===== src/rtl/mitchell_dot_acc.sv =====
// mitchell_dot_acc: sums signed product groups into a one-entry result register; define MITCHELL_ACC_SAT_EN to saturate instead of wrap
module mitchell_dot_acc #(
  parameter int PROD_W    = 17,
  parameter int ACC_W     = 24,
  parameter int MAX_TERMS = 64,
  parameter int CNT_W     = $clog2(MAX_TERMS + 1)
) (
  input  logic                    clk_i,
  input  logic                    rst_ni,
  input  logic [PROD_W-1:0]       prod_i,
  input  logic                    prod_valid_i,
  input  logic                    prod_last_i,
  output logic                    prod_ready_o,
  output logic signed [ACC_W-1:0] acc_o,
  output logic [CNT_W-1:0]        acc_cnt_o,
  output logic                    acc_trunc_o,
  output logic                    acc_ovf_o,
  output logic                    acc_valid_o,
  input  logic                    acc_ready_i
);
  typedef enum logic {ACCUM, HOLD} state_t;
  state_t state_q, state_d;
  logic signed [ACC_W-1:0] sum_q, sext, raw, next_sum;
  logic [CNT_W-1:0] cnt_q, next_cnt;
  logic accept, at_max, close, consume;
  assign acc_valid_o  = state_q == HOLD;
  assign prod_ready_o = ~acc_valid_o | acc_ready_i;
  assign accept       = prod_valid_i & prod_ready_o;
  assign consume      = acc_valid_o & acc_ready_i;
  assign at_max       = cnt_q == CNT_W'(MAX_TERMS - 1);
  assign close        = accept & (prod_last_i | at_max);
  assign sext         = {{(ACC_W-PROD_W){prod_i[PROD_W-1]}}, prod_i};
  assign raw          = sum_q + sext;
  assign next_cnt     = cnt_q + CNT_W'(1);
  always_comb begin
    state_d = close ? HOLD : consume ? ACCUM : state_q;
  end
`ifdef MITCHELL_ACC_SAT_EN
  logic ovf, sticky_q;
  assign ovf      = (sum_q[ACC_W-1] == sext[ACC_W-1]) & (raw[ACC_W-1] != sum_q[ACC_W-1]);
  assign next_sum = ~ovf ? raw : sext[ACC_W-1] ? {1'b1, {(ACC_W-1){1'b0}}} : {1'b0, {(ACC_W-1){1'b1}}};
  always_ff @(posedge clk_i) begin
    if (!rst_ni) begin
      sticky_q  <= 1'b0;
      acc_ovf_o <= 1'b0;
    end else begin
      if (accept) sticky_q <= ~close & (sticky_q | ovf);
      if (close) acc_ovf_o <= sticky_q | ovf;
    end
  end
`else
  assign next_sum  = raw;
  assign acc_ovf_o = 1'b0;
`endif
  always_ff @(posedge clk_i) begin
    if (!rst_ni) begin
      state_q     <= ACCUM;
      sum_q       <= '0;
      cnt_q       <= '0;
      acc_o       <= '0;
      acc_cnt_o   <= '0;
      acc_trunc_o <= 1'b0;
    end else begin
      state_q <= state_d;
      if (accept) begin
        sum_q <= close ? '0 : next_sum;
        cnt_q <= close ? '0 : next_cnt;
      end
      if (close) begin
        acc_o       <= next_sum;
        acc_cnt_o   <= next_cnt;
        acc_trunc_o <= ~prod_last_i & at_max;
      end
    end
  end
endmodule


===== config.mk =====
export PLATFORM = sky130hd
export DESIGN_NAME = mitchell_dot_acc
export DESIGN_NICKNAME = d
export VERILOG_FILES = /design/src/rtl/mitchell_dot_acc.sv
export SDC_FILE = /design/constraint.sdc
export NUM_CORES = 1
export LEC_CHECK = 0
export CAP_MARGIN = 20
export CORE_UTILIZATION = 54
export CTS_BUF_LIST = sky130_fd_sc_hd__clkbuf_16
export CTS_CLUSTER_DIAMETER = 150
export DETAILED_ROUTE_END_ITERATION = 7
export PLACE_DENSITY = 0.84
export SYNTH_ARGS = -nofsm -noshare
export SYNTH_HDL_FRONTEND = slang
export SYNTH_SLANG_ARGS = --single-unit

===== constraint.sdc =====
create_clock -name clk_i -period 3.17 [get_ports clk_i]
set_input_delay 0.634 -clock clk_i [delete_from_list [all_inputs] [get_ports clk_i]]
set_output_delay 0.634 -clock clk_i [all_outputs]
set_load 0.05 [all_outputs]

==> reports/metrics.sh, run 1 <==
TIMING.FINAL.CRIT_SHARE_PCT=93.4
HOLD_BUFFER_COUNT_AT_CTS=0
FINAL_MAX_SLEW_VIOL_COUNT=0
CORE-AREA_SQ_UM=6530
POST_DRT_VIA_CELL_RATIO=5.89
CLK_TRANSITION_REPORTED_PATHS_NS=0.06
GRT_ANTENNA_BEFORE_REPAIR=0
ROWS=29
GLOBAL_ROUTE.OVERFLOW_TOTAL=0
DPL.CELL_COUNT=571
CTS_TREE='done'
NETLIST_INSTANCES=442
CRITICAL_PATH.MAX_FANOUT=3
CLOCKROOTBUFFER='clkbuf_16'
WORSTSKEWPAIRLATENCY_NS=0.33
SYNTHESIS.AREA_SQ_UM=3740
OUTCOME='complete, no violations'
GRT_SETUP_UNREPAIRED='no'
GROUTE.USAGE.OVERALL_PCT=26.5
SETUP.WORST_PATH.END_CLASS='flip-flop'
NUMBER_OF_ENABLE_FLIP_FLOP_CELLS_AFTER_SYNTHESIS=0
ANTENNA-DIODE-COUNT=0
DRT_WL_TOTAL_MM=9.10
SYN-MEAN-INSTANCE-AREA_SQ_UM=8.47
DIEWIDTH_UM=85.3
CRIT_SLOWEST_CELL='clkdlybuf4s50_1'
DESIGN_POWER_TOTAL_mW=2.49
YOSYSWARNINGS=0
HP-CLASS='reg2reg'
FINAL_CORE_UTILIZATION_PCT=73.4
CPMOSTUSEDCELL='o21ai_1'
POSTSYNTHREGISTERBITS=64
PLACED_CELL_AREA_SQ_UM=4480
CP_CELL_SEQUENCE='clkdlybuf4s50_1, ha_1, fa_1, a21oi_1, o21ai_1, a2111oi_4, o31ai_1, a21o_1, a21oi_2, xor2_1, o21ai_1'
DRT_FIRST_PASS_ITERS=5
CRIT_FAMILY='compound AO/OA/AOI/OAI gates'
ROUTED_WIRE_LENGTH_PER_INSTANCE_UM=15.5
DRIVE_GT1_SHARE_PCT=11.2
MAX-CLOCK-PATH-BUFFERS=2
SYN_NETS=489
TMIN_FINAL_NS=2.96
SYNTH_CELL_TYPE_COUNT=58
CTS_MADE_BUFFERS=9
NUM_VIAS=3458
CRITICAL_PATH.STARTPOINT_TYPE='primary input'
CTS_HTREE_LEVELS=3
MIN_FROM='acc_o[19]'
ROUTE.ANTENNA.REMAINING_NETS=0
TIMING.MAX_SLEW.REL_SLACK_PCT=57.3
CRIT_PATH_MAX_INCR_DELAY_NS=0.40
FIN_AREA_SQ_UM=4790
LAYOUT-AREA-OVERHEAD-VS-SYNTH_PCT=28.0
WORST_EP_REQUIRED_TIME_NS=3.38
TIMING.FMAX_GHz=0.338
GP_ROUTABILITY_CONGESTION=0.921
FRACTION_OF_REGISTERS_WITH_ASYNC_SET_RESET_PCT=0
DP_HPWL_MM=6.50
YS.FLOP_TYPE='dfxtp_1'
ARRIVAL_NS=3.17
PORTS_PLACED_ON_THE_BOUNDARY=57
FIRST_GLOBAL_VIAS=3337
CTS.SINKS=64
SETUP_VIOLATING_ENDPOINT_COUNT_IN_THE_FINAL_REPORT=0
VDD_DROP_MAX_mV=0.393
SYNTH-SEQ-AREA-SHARE_PCT=34.2
POWER_LEAKAGE_nW=2.03
REPORT.FINAL.HOLD_VIOL_COUNT=0
INITIAL_CORE_UTIL_PCT=57.3
CP.BUFFERS_INVERTERS=1
COUNT_OF_NETS_AFTER_FINISHING=552
GRT_MAX_DEGREE=33
SETUP_TNS_NS=0
DRV_CAP=0
STARTPOINT_OF_THE_MOST_CRITICAL_REGISTER_TO_REGISTER_PATH='sum_q[0]'
SETUP.WORST_PATH.CLASS='in2reg'
DRTITER0DRC=165
POWER_PER_CELL_AREA_nW_PER_UM2=520
DIEHEIGHT_UM=85.3
TIMING.CLOCK.SKEW_NS=0.00910
WORSTMARGINPINSLEW_NS=0.638
FINISH.CELL_COUNT_WITHOUT_FILLERS=587
DIE-AREA_SQ_UM=7270
ROUTE.DETAILED.DRC=0
GRT_FIRST_PASS_WIRELENGTH_MM=15.5
CRIT_START='prod_i[0]'
PORT_BUFFERS=55
==> worst paths after layout <==
| check | to | slack (ns) | cells after the start |
|---|---|---|---|
| worst max register to register | sum_q[20] | 0.62 | 10 |
| worst max-delay path | sum_q[20] | 0.21 | 11 |
| worst min register to register | acc_o[19] | 0.46 | 2 |
| worst min-delay path | acc_o[19] | 0.46 | 2 |
==> timing repair <==
item                       CTS  global route
resized for setup            0             1
setup endpoints to repair    0             3
buffers inserted             0             0
==> kinds of logic after synthesis <==
logic type / synth area share, %
simple gates: 19.8
compound gates: 26.2
flops: 34.2
buf+inv: 4.28
fa+ha+maj: 8.55
xor+xnor: 5.61
mux: 1.20
other cells: 0.100
==> routing by layer <==
layer	vias to the layer above	GRT usage [%]	part of all wire (%)
li1	1703	-	-
met1	1618	33.8	45
met2	120	45.9	48
met3	17	3.60	5.1
met4	0	9.70	1.8
met5	-	0	0
==> Yosys cell counts (2+ instances only) <==
cell / count / share of area, %
nand2_1: 65 / 6.5
dfxtp_1: 64 / 34
ha_1: 24 / 8.0
nor2_1: 22 / 2.2
a21boi_0: 19 / 3.8
o21ai_0: 18 / 2.4
a21o_1: 17 / 3.4
a21oi_1: 17 / 2.3
nor2b_1: 17 / 2.8
xnor2_1: 17 / 4.0
clkbuf_1: 15 / 1.5
nand3_1: 15 / 2.0
buf_2: 14 / 1.9
a22oi_1: 13 / 2.6
a22o_1: 7 / 1.6
inv_1: 7 / 0.70
o21ai_1: 7 / 0.94
xor2_1: 7 / 1.6
nand2b_1: 5 / 0.84
nand4_1: 5 / 0.84
a211oi_1: 4 / 0.80
a31oi_1: 4 / 0.67
and2_1: 4 / 0.67
and3_1: 4 / 0.67
nor3b_1: 4 / 0.80
a21oi_2: 3 / 0.70
mux2i_1: 3 / 0.80
o21a_1: 3 / 0.60
nand3b_1: 2 / 0.40
nor2_2: 2 / 0.33
nor4b_1: 2 / 0.47
o211a_1: 2 / 0.53
o211ai_1: 2 / 0.40
o21bai_1: 2 / 0.40
o221ai_1: 2 / 0.47
o22ai_1: 2 / 0.33
==> layout by cell type (no fill, tap or decap), types with 3 or more instances in the layout <==
cell type,instances
xor2_1,7
a21oi_1,17
o21a_1,3
nand2_1,65
nor3b_1,4
mux2i_1,3
o21ai_0,17
a22o_1,7
nand2b_1,5
a31oi_1,4
a21oi_2,3
a21o_1,17
dfxtp_1,64
o21ai_1,6
ha_1,24
a211oi_1,4
xnor2_1,17
clkbuf_16,9
nor2_1,22
buf_4,26
and2_1,4
nand3_1,15
a21boi_0,19
a22oi_1,13
clkdlybuf4s50_1,55
inv_1,9
nor2b_1,17
and3_1,4
nand4_1,5
==> sequential cells by signal, summed over array words and instances (netlist names) <==
signal / count
acc_valid_o: 1
sum_q: 24
acc_trunc_o: 1
cnt_q: 7
acc_cnt_o: 7
acc_o: 24
==> per-stage QoR <==
stage / hold WS (ns) / setup WS (ns)
2_1_floorplan: 0.429 / 0.446
3_3_place_gp: 0.440 / -0.116
3_5_place_dp: 0.453 / -0.156
4_1_cts: 0.461 / 0.148
5_1_grt: 0.476 / 0.0358
6_report: 0.465 / 0.210
==> tightest hold or removal path: cells and delay by family (launching register included) <==
| family | cells | cell delay [ns] |
|---|---|---|
| flip-flops | 1 | 0.30 |
| AND/OR/NAND/NOR | 2 | 0.12 |
==> layout make-up <==
class                           instances  area [sq um]
Clock buffer                            9           225
Clock inverter                          7          88.8
Fill cell                             492          1740
Inverter                                7          26.3
Multi-Input combinational cell        341          2310
Sequential cell                        64          1280
Tap cell                               77          96.3
Timing Repair Buffer                   82           766
==> power breakdown <==
| group | total [mW] | internal [mW] | switching, mW |
|---|---|---|---|
| Clock | 1.05 | 0.682 | 0.365 |
| Sequential | 0.876 | 0.850 | 0.0258 |
| Combinational | 0.571 | 0.234 | 0.337 |
| Total | 2.49 | 1.77 | 0.727 |
No activity file was read; power rests on OpenSTA's default activity.
==> inputs of run 2 (changes only) <==
Settings changed: CAP_MARGIN 20 to unset, CELL_PAD_IN_SITES_DETAIL_PLACEMENT set to 0, CELL_PAD_IN_SITES_GLOBAL_PLACEMENT set to 1, CORE_UTILIZATION 54 to 41, PLACE_DENSITY 0.84 to 0.86.
==> reports/metrics.sh, run 2 (synthesis gave the netlist of run 1 again) <==
SEQCELLAREA_SQ_UM=1280  # unchanged
PORTS_PLACED_ON_THE_BOUNDARY=57  # unchanged
CTS_MADE_BUFFERS=9  # unchanged
SETUP.WORST_PATH.END_CLASS='flip-flop'
TIMING.FMAX_GHz=0.341  # +1.1%
GRT_FIRST_PASS_WIRELENGTH_MM=15.3  # -1.0%
OUTCOME='complete, no violations'
DRV_CAP=0  # unchanged
CELL_INTERNAL_PWR_mW=1.76  # about the same
CTS_TREE='done'
ARRIVAL_NS=3.14  # -0.03 ns
DRT_WL_TOTAL_MM=9.09  # about the same
ANTENNA-DIODE-COUNT=0  # unchanged
NUM_VIAS=3346  # -3.2%
DIE-AREA_SQ_UM=9520  # +31%
STARTPOINT_OF_THE_MOST_CRITICAL_REGISTER_TO_REGISTER_PATH='sum_q[0]'
FILLCELLCOUNT=794  # +61%
MAX-CLOCK-PATH-BUFFERS=2  # unchanged
REPORT.FINAL.HOLD_VIOL_COUNT=0  # unchanged
CTS_RESIZED=0  # unchanged
CRITICAL_PATH.STARTPOINT_TYPE='primary input'
COUNT_OF_NETS_AFTER_FINISHING=554  # +0.36%
SETUP.WORST_PATH.CLASS='in2reg'
TIMING.CLOCK.SKEW_NS=0.00585  # -0.00325 ns
CORE-AREA_SQ_UM=8760  # +34%
DRTITER0DRC=139  # -16%
POWER_PER_CELL_AREA_nW_PER_UM2=513  # -1.3%
GP_ROUTABILITY_CONGESTION=0.862  # -6.4%
CTS.SINKS=64  # unchanged
TIMING.FINAL.CRIT_SHARE_PCT=92.4  # -1.0 points
TMIN_FINAL_NS=2.93  # -0.0317 ns
POWER_FRAC_COMB_PCT=22.8  # about the same
POWER_LEAKAGE_nW=2.03  # about the same
SETUP.WORST_PATH.END='sum_q[20]'
ROWS=34  # +17%
POWER.NET_SWITCHING_mW=0.716  # -1.6%
MOSTFREQUENTLAYOUTCELLS='65 x nand2_1, 64 x dfxtp_1, 54 x clkdlybuf4s50_1, 29 x buf_4, 24 x ha_1'
P_CLK_SHARE_PCT=41.9  # about the same
DP_HPWL_MM=6.69  # +2.9%
GLOBAL_ROUTE.OVERFLOW_TOTAL=0  # unchanged
MULTIINPUTGATEAREA_SQ_UM=2310  # +0.16%
TIMING.MAX_SLEW.REL_SLACK_PCT=62.4  # +5.1 points
GROUTE.USAGE.OVERALL_PCT=19.6  # -6.9 points
ROUTE.DETAILED.DRC=0  # unchanged
FIN_AREA_SQ_UM=4830  # +0.81%
CLK_TRANSITION_REPORTED_PATHS_NS=0.06  # about the same
PLACED_CELL_AREA_SQ_UM=4510  # +0.81%
WORSTSKEWPAIRLATENCY_NS=0.33  # about the same
ROUTED_WIRE_LENGTH_PER_INSTANCE_UM=14.7  # -5.4%
DRIVE_GT1_SHARE_PCT=11.7  # +0.54 points
CRIT_SLOWEST_CELL='clkdlybuf4s50_1'
VDD_DROP_MAX_mV=0.227  # -42%
HP-CLASS='reg2reg'
SEQUENTIALPOWERSHARE_PCT=35.3  # +0.2 points
DIEHEIGHT_UM=97.6  # +14%
WORST_EP_REQUIRED_TIME_NS=3.38  # about the same
FINAL_MAX_SLEW_VIOL_COUNT=0  # unchanged
CRITICAL_PATH.MAX_FANOUT=3  # unchanged
SWITCHING_SHARE_PCT=28.9  # -0.31 points
ROUTE.ANTENNA.REMAINING_NETS=0  # unchanged
HOLD_DEPTH=2  # unchanged
CLOCKROOTBUFFER='clkbuf_16'
GRT_SETUP_UNREPAIRED='no'
SETUP_VIOLATING_ENDPOINT_COUNT_IN_THE_FINAL_REPORT=0  # unchanged
CP_CELL_SEQUENCE='clkdlybuf4s50_1, ha_1, fa_1, a21oi_2, o21ai_1, a2111oi_4, o31ai_1, a21o_1, a21oi_2, xor2_1, o21ai_1'
FF2FF_PATH_DEPTH=10  # unchanged
POST_DRT_VIA_CELL_RATIO=5.40  # -8.4%
TOP_FLOP_REGS='acc_o (24), sum_q (24)'
LAYOUT-AREA-OVERHEAD-VS-SYNTH_PCT=29.1
SETUP_TNS_NS=0  # unchanged
WORSTMARGINPINSLEW_NS=0.564  # -0.0740 ns
GRT_MAX_DEGREE=37  # +12%
CTS_HTREE_LEVELS=3  # unchanged
PORT_BUFFERS=55  # unchanged
FIRST_GLOBAL_VIAS=3249  # -2.6%
HOLD-WORST-SLACK_NS=0.453  # -0.0118 ns
MOSTFREQUENTLAYOUTCELL='nand2_1'
INITIAL_CORE_UTIL_PCT=42.7  # -15 points
CRIT_START='prod_i[0]'
R2R-END='sum_q[20]'
HOLD_BUFFER_COUNT_AT_CTS=0  # unchanged
CTS_SETUP_BUFFERS=0  # unchanged
DRT_FIRST_PASS_ITERS=5  # unchanged
GRT_ANTENNA_BEFORE_REPAIR=0  # unchanged
CRIT_PATH_MAX_INCR_DELAY_NS=0.41  # about the same
DIEWIDTH_UM=97.6  # +14%
RRSETUPSLACK_NS=0.68  # +0.06 ns
run 2: layout make-up:
class                   count  share of cell area [%]
repair buffers             84                    15.8
flip-flops and latches     64                    26.5
multi-input cells         341                    47.9
clock inverters             7                    1.81
well taps                 108                    2.80
clock buffers               9                    4.66
inverters                   7                   0.544
run 2: power by group through the flow:
stage	Clock [mW]	Combinational (mW)	Sequential (mW)
5_1_grt	1.09	0.614	0.881
2_1_floorplan	0	0.295	0.976
4_1_cts	1.05	0.565	0.876
3_5_place_dp	0	0.562	0.893
3_3_place_gp	0	0.557	0.892
6_report	1.04	0.565	0.876
run 2: metrics by stage:
step	instances	util (%)	setup WS (ns)	total power [mW]
finish	620	55.2	0.242	2.48
global route	620	55.2	0.0480	2.59
CTS	620	55.1	0.151	2.49
detailed placement	604	51.5	-0.172	1.45
global placement	604	51.5	-0.117	1.45
floorplan	442	-	0.446	1.27
run 2: worst min-delay path by stage:
stage | from | endpoint | slack [ns]
global route | cnt_q[6] | cnt_q[6] | 0.47
finish | cnt_q[6] | cnt_q[6] | 0.45
CTS | cnt_q[6] | cnt_q[6] | 0.46
floorplan | sum_q[12] | sum_q[12] | 0.43
global placement | cnt_q[6] | cnt_q[6] | 0.44
detailed placement | cnt_q[6] | cnt_q[6] | 0.45
run 2: worst max-delay path: cells and delay by family:
| family | cells | cell delay (ns) |
|---|---|---|
| compound gates | 7 | 1.30 |
| xor+xnor | 1 | 0.16 |
| fa+ha+maj | 2 | 0.64 |
| buf+inv | 1 | 0.41 |
run 2: metal layers:
metal / part of all wire (%) / up-vias / routed length [um] / global-route usage [%]
met5: 0 / - / 0 / 0
met4: 1.7 / 0 / 154 / 7.47
met3: 3.3 / 16 / 299 / 2.88
met2: 47 / 68 / 4240 / 32.8
met1: 48 / 1553 / 4400 / 25.4
li1: - / 1709 / - / -
==> inputs of run 3 (changes only) <==
Settings changed: GPL_TIMING_DRIVEN set to 0.
==> reports/metrics.sh, run 3 (synthesis gave the netlist of run 1 again) <==
TMIN_FINAL_NS=3.02  # +0.0944 ns
TIMING.MAX_SLEW.REL_SLACK_PCT=54.9  # -7.5 points
DP_HPWL_MM=7.02  # +5.0%
CTS_TREE='done'
HOLD-WORST-SLACK_NS=0.453  # -0.0000600 ns
POST_DRT_VIA_CELL_RATIO=5.38  # -0.29%
PORTS_PLACED_ON_THE_BOUNDARY=57  # unchanged
FINISH.CELL_COUNT_WITHOUT_FILLERS=619  # -0.16%
VDD_DROP_MAX_mV=0.232  # +2.0%
CORE-AREA_SQ_UM=8760  # unchanged
WORSTMARGINPINSLEW_NS=0.677  # +0.113 ns
CRIT_START='prod_i[0]'
TOP_FLOP_REGS='acc_o (24), sum_q (24)'
REPORT.FINAL.HOLD_VIOL_COUNT=0  # unchanged
TIMING.FMAX_GHz=0.331  # -3.1%
POWER.NET_SWITCHING_mW=0.747  # +4.4%
GROUTE.USAGE.OVERALL_PCT=21.0  # +1.3 points
POWER_PER_CELL_AREA_nW_PER_UM2=509  # -0.80%
WORSTSKEWPAIRLATENCY_NS=0.33  # about the same
SEQUENTIALPOWERSHARE_PCT=36.2  # +0.9 points
DRT_WL_TOTAL_MM=9.62  # +5.8%
HOLD_DEPTH=2  # unchanged
FILLCELLCOUNT=845  # +6.4%
CTS.SINKS=64  # unchanged
ROUTE.DETAILED.DRC=0  # unchanged
DIEWIDTH_UM=97.6  # unchanged
STARTPOINT_OF_THE_MOST_CRITICAL_REGISTER_TO_REGISTER_PATH='cnt_q[0]'
MIN_FROM='acc_o[19]'
DRV_CAP=0  # unchanged
LAYOUT_SETUP_WS_NS=0.147  # -0.0944 ns
DESIGN_POWER_TOTAL_mW=2.41  # -2.7%
CRITICAL_PATH.STARTPOINT_TYPE='primary input'
FIRST_GLOBAL_VIAS=3240  # -0.28%
CELL_INTERNAL_PWR_mW=1.67  # -5.6%
ROUTE.ANTENNA.REMAINING_NETS=0  # unchanged
POWER_FRAC_COMB_PCT=22.6  # -0.2 points
PORT_BUFFERS=53  # -3.6%
GRT_MAX_DEGREE=13  # -65%
TIMING.FINAL.CRIT_SHARE_PCT=95.4  # +3.0 points
WORST_EP_REQUIRED_TIME_NS=3.38  # about the same
MULTIINPUTGATEAREA_SQ_UM=2330  # +0.86%
GLOBAL_ROUTE.OVERFLOW_TOTAL=0  # unchanged
CLK_TRANSITION_REPORTED_PATHS_NS=0.05  # about the same
FINAL_MAX_SLEW_VIOL_COUNT=0  # unchanged
SEQCELLAREA_SQ_UM=1280  # unchanged
GRT_SETUP_UNREPAIRED='no'
SETUP_VIOLATING_ENDPOINT_COUNT_IN_THE_FINAL_REPORT=0  # unchanged
MOSTFREQUENTLAYOUTCELLS='65 x nand2_1, 64 x dfxtp_1, 52 x clkdlybuf4s50_1, 24 x ha_1, 22 x nor2_1'
COUNT_OF_NETS_AFTER_FINISHING=553  # -0.18%
MOSTFREQUENTLAYOUTCELL='nand2_1'
ROUTED_WIRE_LENGTH_PER_INSTANCE_UM=15.5  # +6.0%
FIN_AREA_SQ_UM=4740  # -1.9%
TIMING.CLOCK.SKEW_NS=0.00670  # +0.000850 ns
POST-PLACE-WS_NS=-0.320  # -0.148 ns
CLOCKROOTBUFFER='clkbuf_16'
CTS_HTREE_LEVELS=3  # unchanged
OUTCOME='complete, no violations'
SETUP.WORST_PATH.CLASS='in2reg'
MAX-CLOCK-PATH-BUFFERS=2  # unchanged
ARRIVAL_NS=3.24  # +0.10 ns
CTS_SETUP_BUFFERS=0  # unchanged
DPL.CELL_COUNT=603  # -0.17%
SETUP_TNS_NS=0  # unchanged
CTS_MADE_BUFFERS=9  # unchanged
P_CLK_SHARE_PCT=41.2  # -0.7 points
DRTITER0DRC=121  # -13%
GRT_FIRST_PASS_WIRELENGTH_MM=16.1  # +5.0%
ROWS=34  # unchanged
ANTENNA-DIODE-COUNT=0  # unchanged
PLACED_CELL_AREA_SQ_UM=4410  # -2.3%
GRT_ANTENNA_BEFORE_REPAIR=0  # unchanged
SWITCHING_SHARE_PCT=31.0  # +2.1 points
SETUP.WORST_PATH.END_CLASS='flip-flop'
FINAL_CORE_UTILIZATION_PCT=54.1  # -1.1 points
HP-CLASS='reg2reg'
NUM_VIAS=3331  # -0.45%
DIE-AREA_SQ_UM=9520  # unchanged
CRITICAL_PATH.MAX_FANOUT=3  # unchanged
FF2FF_PATH_DEPTH=8  # -2
GP_ROUTABILITY_CONGESTION=0.886  # +2.8%
LAYOUT-AREA-OVERHEAD-VS-SYNTH_PCT=26.6
DIEHEIGHT_UM=97.6  # unchanged
INITIAL_CORE_UTIL_PCT=42.7  # unchanged
DRIVE_GT1_SHARE_PCT=9.59  # -2.1 points
POWER_LEAKAGE_nW=1.96  # -3.4%
DRT_FIRST_PASS_ITERS=4  # -1
## run 3: critical path: stages
cell	delay, ns
clkdlybuf4s50_1	0.42
ha_1	0.24
fa_2	0.37
a21oi_2	0.17
o21ai_1	0.14
a2111oi_4	0.44
o31ai_1	0.13
a21o_1	0.24
a21oi_4	0.22
xor2_1	0.17
o21ai_1	0.07
## run 3: final timing paths
check,slack [ns],to
setup / recovery,0.15,sum_q[20]
hold / removal,0.45,acc_o[19]
setup reg to reg,0.56,sum_q[17]
hold reg to reg,0.45,acc_o[19]
## run 3: final cells by class
cell class | instances | share of cell area [%]
buffer | 30 | 2.82
clock buffer | 9 | 4.75
clock inverter | 7 | 1.50
inverter | 7 | 0.554
multi-input combinational | 341 | 49.2
sequential | 64 | 27.0
tap | 108 | 2.85
timing repair buffer | 53 | 11.2
## run 3: power groups by stage
stage,sequential [mW],combinational [mW],clock [mW]
finish,0.875,0.545,0.994
global route,0.880,0.596,1.05
CTS,0.875,0.540,1.02
detailed placement,0.892,0.536,0
global placement,0.890,0.532,0
floorplan,0.976,0.295,0
## run 3: timing repair
item / 4_1_cts / 5_1_grt
endpoints found under the setup margin: 0 / 11
resized for setup: 0 / 7
hold buffers: 0 / 0
## run 3: metal layers
layer  vias to the layer above  part of all wire [%]  GRT usage, %  wire (um)
li1                       1698                     -             -          -
met1                      1555                    48          26.5       4630
met2                        70                    47          36.4       4550
met3                         8                   3.7          3.96        357
met4                         0                  0.88          5.66         85
met5                         -                     0             0          0
